--- src/rtl/serial_add_ctrl.sv ---
// Sequencer for a bit-serial adder: LOAD, WIDTH shift cycles, then a DONE pulse.
// Optional subtract support is enabled with the SERIAL_ADD_CTRL_SUB_EN macro.
module serial_add_ctrl #(
  parameter  int WIDTH = 8,
  localparam int CNT_W = $clog2(WIDTH)
) (
  input  logic             clk,
  input  logic             rst,
  input  logic             start,
`ifdef SERIAL_ADD_CTRL_SUB_EN
  input  logic             sub,
  output logic             cy_set,
  output logic             b_inv,
`endif
  output logic             ld_en,
  output logic             cy_clr,
  output logic             sh_en,
  output logic             cy_en,
  output logic [CNT_W-1:0] bit_idx,
  output logic             busy,
  output logic             done
);

  typedef enum logic [1:0] {IDLE, LOAD, SHIFT, DONE} state_t;

  localparam logic [CNT_W-1:0] LAST_IDX = CNT_W'(WIDTH - 1);

  state_t           state, state_nxt;
  logic [CNT_W-1:0] cnt, cnt_nxt;

  always_ff @(posedge clk or negedge rst) begin
    if (!rst) begin
      state <= IDLE;
      cnt   <= '0;
    end else begin
      state <= state_nxt;
      cnt   <= cnt_nxt;
    end
  end

`ifdef SERIAL_ADD_CTRL_SUB_EN
  logic sub_q;
  logic accept;

  // sub is only captured on the edge that actually accepts a start
  assign accept = start && ((state == IDLE) || (state == DONE));

  always_ff @(posedge clk or negedge rst) begin
    if (!rst) begin
      sub_q <= 1'b0;
    end else if (accept) begin
      sub_q <= sub;
    end
  end
`endif

  always_comb begin
    state_nxt = state;
    cnt_nxt   = cnt;
    ld_en     = 1'b0;
    cy_clr    = 1'b0;
    sh_en     = 1'b0;
    cy_en     = 1'b0;
    bit_idx   = '0;
    busy      = 1'b0;
    done      = 1'b0;
`ifdef SERIAL_ADD_CTRL_SUB_EN
    cy_set    = 1'b0;
    b_inv     = 1'b0;
`endif
    case (state)
      IDLE: begin
        cnt_nxt = '0;
        if (start) state_nxt = LOAD;
      end
      LOAD: begin
        ld_en     = 1'b1;
        busy      = 1'b1;
`ifdef SERIAL_ADD_CTRL_SUB_EN
        // subtract seeds the carry with 1 to complete the two's complement of B
        cy_clr    = !sub_q;
        cy_set    = sub_q;
`else
        cy_clr    = 1'b1;
`endif
        cnt_nxt   = '0;
        state_nxt = SHIFT;
      end
      SHIFT: begin
        sh_en   = 1'b1;
        cy_en   = 1'b1;
        busy    = 1'b1;
        bit_idx = cnt;
`ifdef SERIAL_ADD_CTRL_SUB_EN
        b_inv   = sub_q;
`endif
        if (cnt == LAST_IDX) begin
          cnt_nxt   = '0;
          state_nxt = DONE;
        end else begin
          cnt_nxt = cnt + CNT_W'(1);
        end
      end
      DONE: begin
        done      = 1'b1;
        cnt_nxt   = '0;
        state_nxt = start ? LOAD : IDLE;
      end
      default: begin
        cnt_nxt   = '0;
        state_nxt = IDLE;
      end
    endcase
  end

endmodule

--- config.mk ---
export PLATFORM = sky130hd
export DESIGN_NAME = serial_add_ctrl
export DESIGN_NICKNAME = d
export VERILOG_FILES = /design/src/rtl/serial_add_ctrl.sv
export SDC_FILE = /design/constraint.sdc
export NUM_CORES = 1
export LEC_CHECK = 0
export BUFFER_PORTS_ARGS = -buffer_cell sky130_fd_sc_hd__clkbuf_2
export CAP_MARGIN = 20
export CORE_AREA = 2 2 39 41
export CTS_CLUSTER_DIAMETER = 100
export DETAILED_ROUTE_END_ITERATION = 8
export DIE_AREA = 0 0 41 43
export PLACE_DENSITY_LB_ADDON = 0.15
export SYNTH_ARGS = -nofsm -noshare
export SYNTH_HDL_FRONTEND = slang
export SYNTH_SLANG_ARGS = --single-unit
--- constraint.sdc ---
create_clock -name clk -period 1.7 [get_ports clk]
set_clock_uncertainty 0.15 [all_clocks]
set_input_delay 0 -clock clk [delete_from_list [all_inputs] [get_ports clk]]
set_output_delay 0 -clock clk [all_outputs]
set_load 0.01 [all_outputs]
==> impl_results.md <==
- Slew at the pin closest to its max-slew limit: 0.225 ns
- Final ANT Viol Nets: 0
- # IOs: 12
- Status: finished clean
- Routed Wire Length: 679 um
- Count of pins over their slew limit: 0
- R2R cell count: 5
- Setup bufs post-CTS: 0
- GRT overflow: 0
- Synth top cells by count: ha_1 (8), dfrtp_1 (5), and2_1 (4)
- Total iterations of the first detailed-routing run: 1
- WP data required: 1.67 ns
- Routed WL per cell: 10.8 um
- Worst skew pair latency: 0.24 ns
- Synthesis-stage register bit count: 5
- Worst min path class: input port to register
- Final Core Density: 34.4%
- Setup-failing EPs final: 0
- Placed cells: 57
- Multi-input logic area: 214 um2
- Die Footprint: 1760 um2
- Synth warn: 0
- Top-area cell type share of the netlist area: 34.8%
- Startpoint types: register
- Largest net degree at the start of global routing: 7
- Layout Cells excl Fill: 63
- Vias in the first global route: 282
- HP Start: start
- Slowest-stage cell, CP: dfrtp_1
- Yosys top cell by area: dfrtp_1
- RSZ-0062 raised after global routing: no
- FP Rows: 14
- CTS H-tree depth: 1
- Via count: 264
- FF-to-FF End: state[1]
- Fin Setup TNS: 0 ns
- Largest fanout on the critical path: 3
- Share of layout cells above drive strength 1: 46.8%
- CP peak stage delay: 0.39 ns
- Post-synthesis async set-or-reset flop share: 100%
- Average size of a mapped cell: 11.6 um2
- VDD IR-drop max: 0.855 mV
- Die X: 41 um
- DR iter-0 viols: 0
- Period utilisation layout: 95.4%
- Worst path depth: 5
- Hold EP: state[0]
- Slew HR: 85.0%
- Seq/Total Area, Yosys: 34.8%
- Via density: 4.19
- Post-synth EDFFs: 0
- Clk pin slew, worst setup/hold paths: 0.04 ns
- Reg area: 125 um2
- Max Clk Rate: 0.617 GHz
- Area Growth Syn to Fin: 32.4%
- TritonCTS clock tree: built
- Fillers: 157
- Synth area leaders: dfrtp_1 (35%), ha_1 (28%), and2_1 (7.0%), buf_4 (4.2%), mux2_4 (4.2%)
- Crit end category: register
- Synth Cell Area: 359 um2
- Sequence of cells on the critical path: ha_1 > ha_2 > nand2b_2 > nand2_2 > mux2_4
- P_leak: 0.000265 uW
- Global-route wire length before repair: 1.21 mm
- Arrival @ worst endpoint: 1.59 ns
- Max-Cap Viols: 0
- Tot GR Track Use: 11.0%
- Top Family by Delay on Critical Path: adder cells
- Most frequent cell after synthesis: ha_1
- Die H: 43 um
- Gp weighted congestion: 0.650
- Ys flop type: dfrtp_1
- TritonCTS buffer count: 3
- Initial antenna violation count: 0
- Syn_nets: 42
- # diodes: 0
- Number of buffers added on ports: 11
- Hold depth: 4
- Count of cell types in the netlist: 15
- Kind of critical path: register to register
- Starting density of the core: 25.9%
- DRC: 0
- Final critical-path required period: 1.62 ns
- Syn Inst Count: 31
- FF-to-FF Start: cnt[0]
- # nets final: 59
- CTS Sinks: 5
- Worst reg-to-reg setup slack: 0.08 ns
- Final Hold Fails: 0
- Clk buf depth: 2
- Core ar.: 1380 um2
- Crit path buf inv count: 0
- Root buffer cell: clkbuf_4
- PwrDens: 1760 nW/um2
## metrics by stage
step                      hold slack [ns]  worst slack (ns)  instance area [um2]  total power [uW]
final                              0.0240            0.0787                  475               835
after global routing               0.0316            0.0164                  475               920
after CTS                          0.0213            0.0299                  473               854
after detailed placement           -0.329            0.0427                  427               708
after global placement             -0.332            0.0836                  427               691
after floorplan                    -0.446             0.136                  359               573
## layer usage
layer / share of wire [%] / vias up / GRT usage, %
li1: - / 131 / -
met5: 0 / - / 0
met2: 57 / 8 / 17.8
met3: 6.0 / 0 / 6.28
met4: 0 / 0 / 6.00
met1: 37 / 125 / 10.1
## cells by family after synthesis
logic type / count (synthesis) / share of synthesized area (%)
compound gates: 3 / 5.92
buf+inv: 4 / 6.27
mux: 1 / 4.18
simple gates: 10 / 20.9
fa+ha+maj: 8 / 27.9
flops: 5 / 34.8
## where the power goes
part           leakage (uW)  switching, uW  internal, uW
Clock             0.0000150           47.1          88.6
Sequential        0.0000643           52.3           165
Combinational      0.000186            243           239
## how the worst max path moves through the flow
stage             start          to  slack (ns)
2_1_floorplan    cnt[0]    state[1]        0.14
3_3_place_gp     cnt[0]    state[1]        0.08
3_5_place_dp     cnt[0]    state[1]        0.04
4_1_cts          cnt[0]    state[1]        0.03
5_1_grt        state[0]  bit_idx[2]        0.02
6_report         cnt[0]    state[1]        0.08
## sequential cells by signal (all words and copies together), names as in the netlist
signal,flops
state,2
cnt,3
## tightest hold or removal path, delay by kind of cell
kind,cells,cell delay (ns)
buffers and inverters,1,0.09
AOI/OAI and AO/OA,1,0.08
and+or+nand+nor,2,0.20
## final cells by class
| type | count | share of cell area [%] |
|---|---|---|
| multi-input cells | 22 | 45.0 |
| flip-flops and latches | 5 | 26.3 |
| repair buffers | 14 | 17.4 |
| clock buffers | 4 | 5.53 |
| well taps | 16 | 4.21 |
| inverters | 2 | 1.58 |
## what timing repair did
action,in CTS,in global routing
setup endpoints to repair,0,1
hold buffers,2,0
hold endpoints to repair,5,0
gates resized for setup,0,1
## placed cells by master, fill, tap and decap left out
cell	instances
clkbuf_2	11
nand2_2	1
nor3b_1	1
a31o_2	1
nand2b_2	1
clkbuf_1	1
o31ai_1	1
ha_1	7
buf_4	1
a21oi_1	1
dlygate4sd3_1	2
ha_2	1
nor2_1	1
and3b_2	1
and2_1	4
clkbuf_4	3
inv_1	2
dfrtp_1	5
nand2b_4	1
mux2_4	1
No activity file was read; power rests on OpenSTA's default activity.
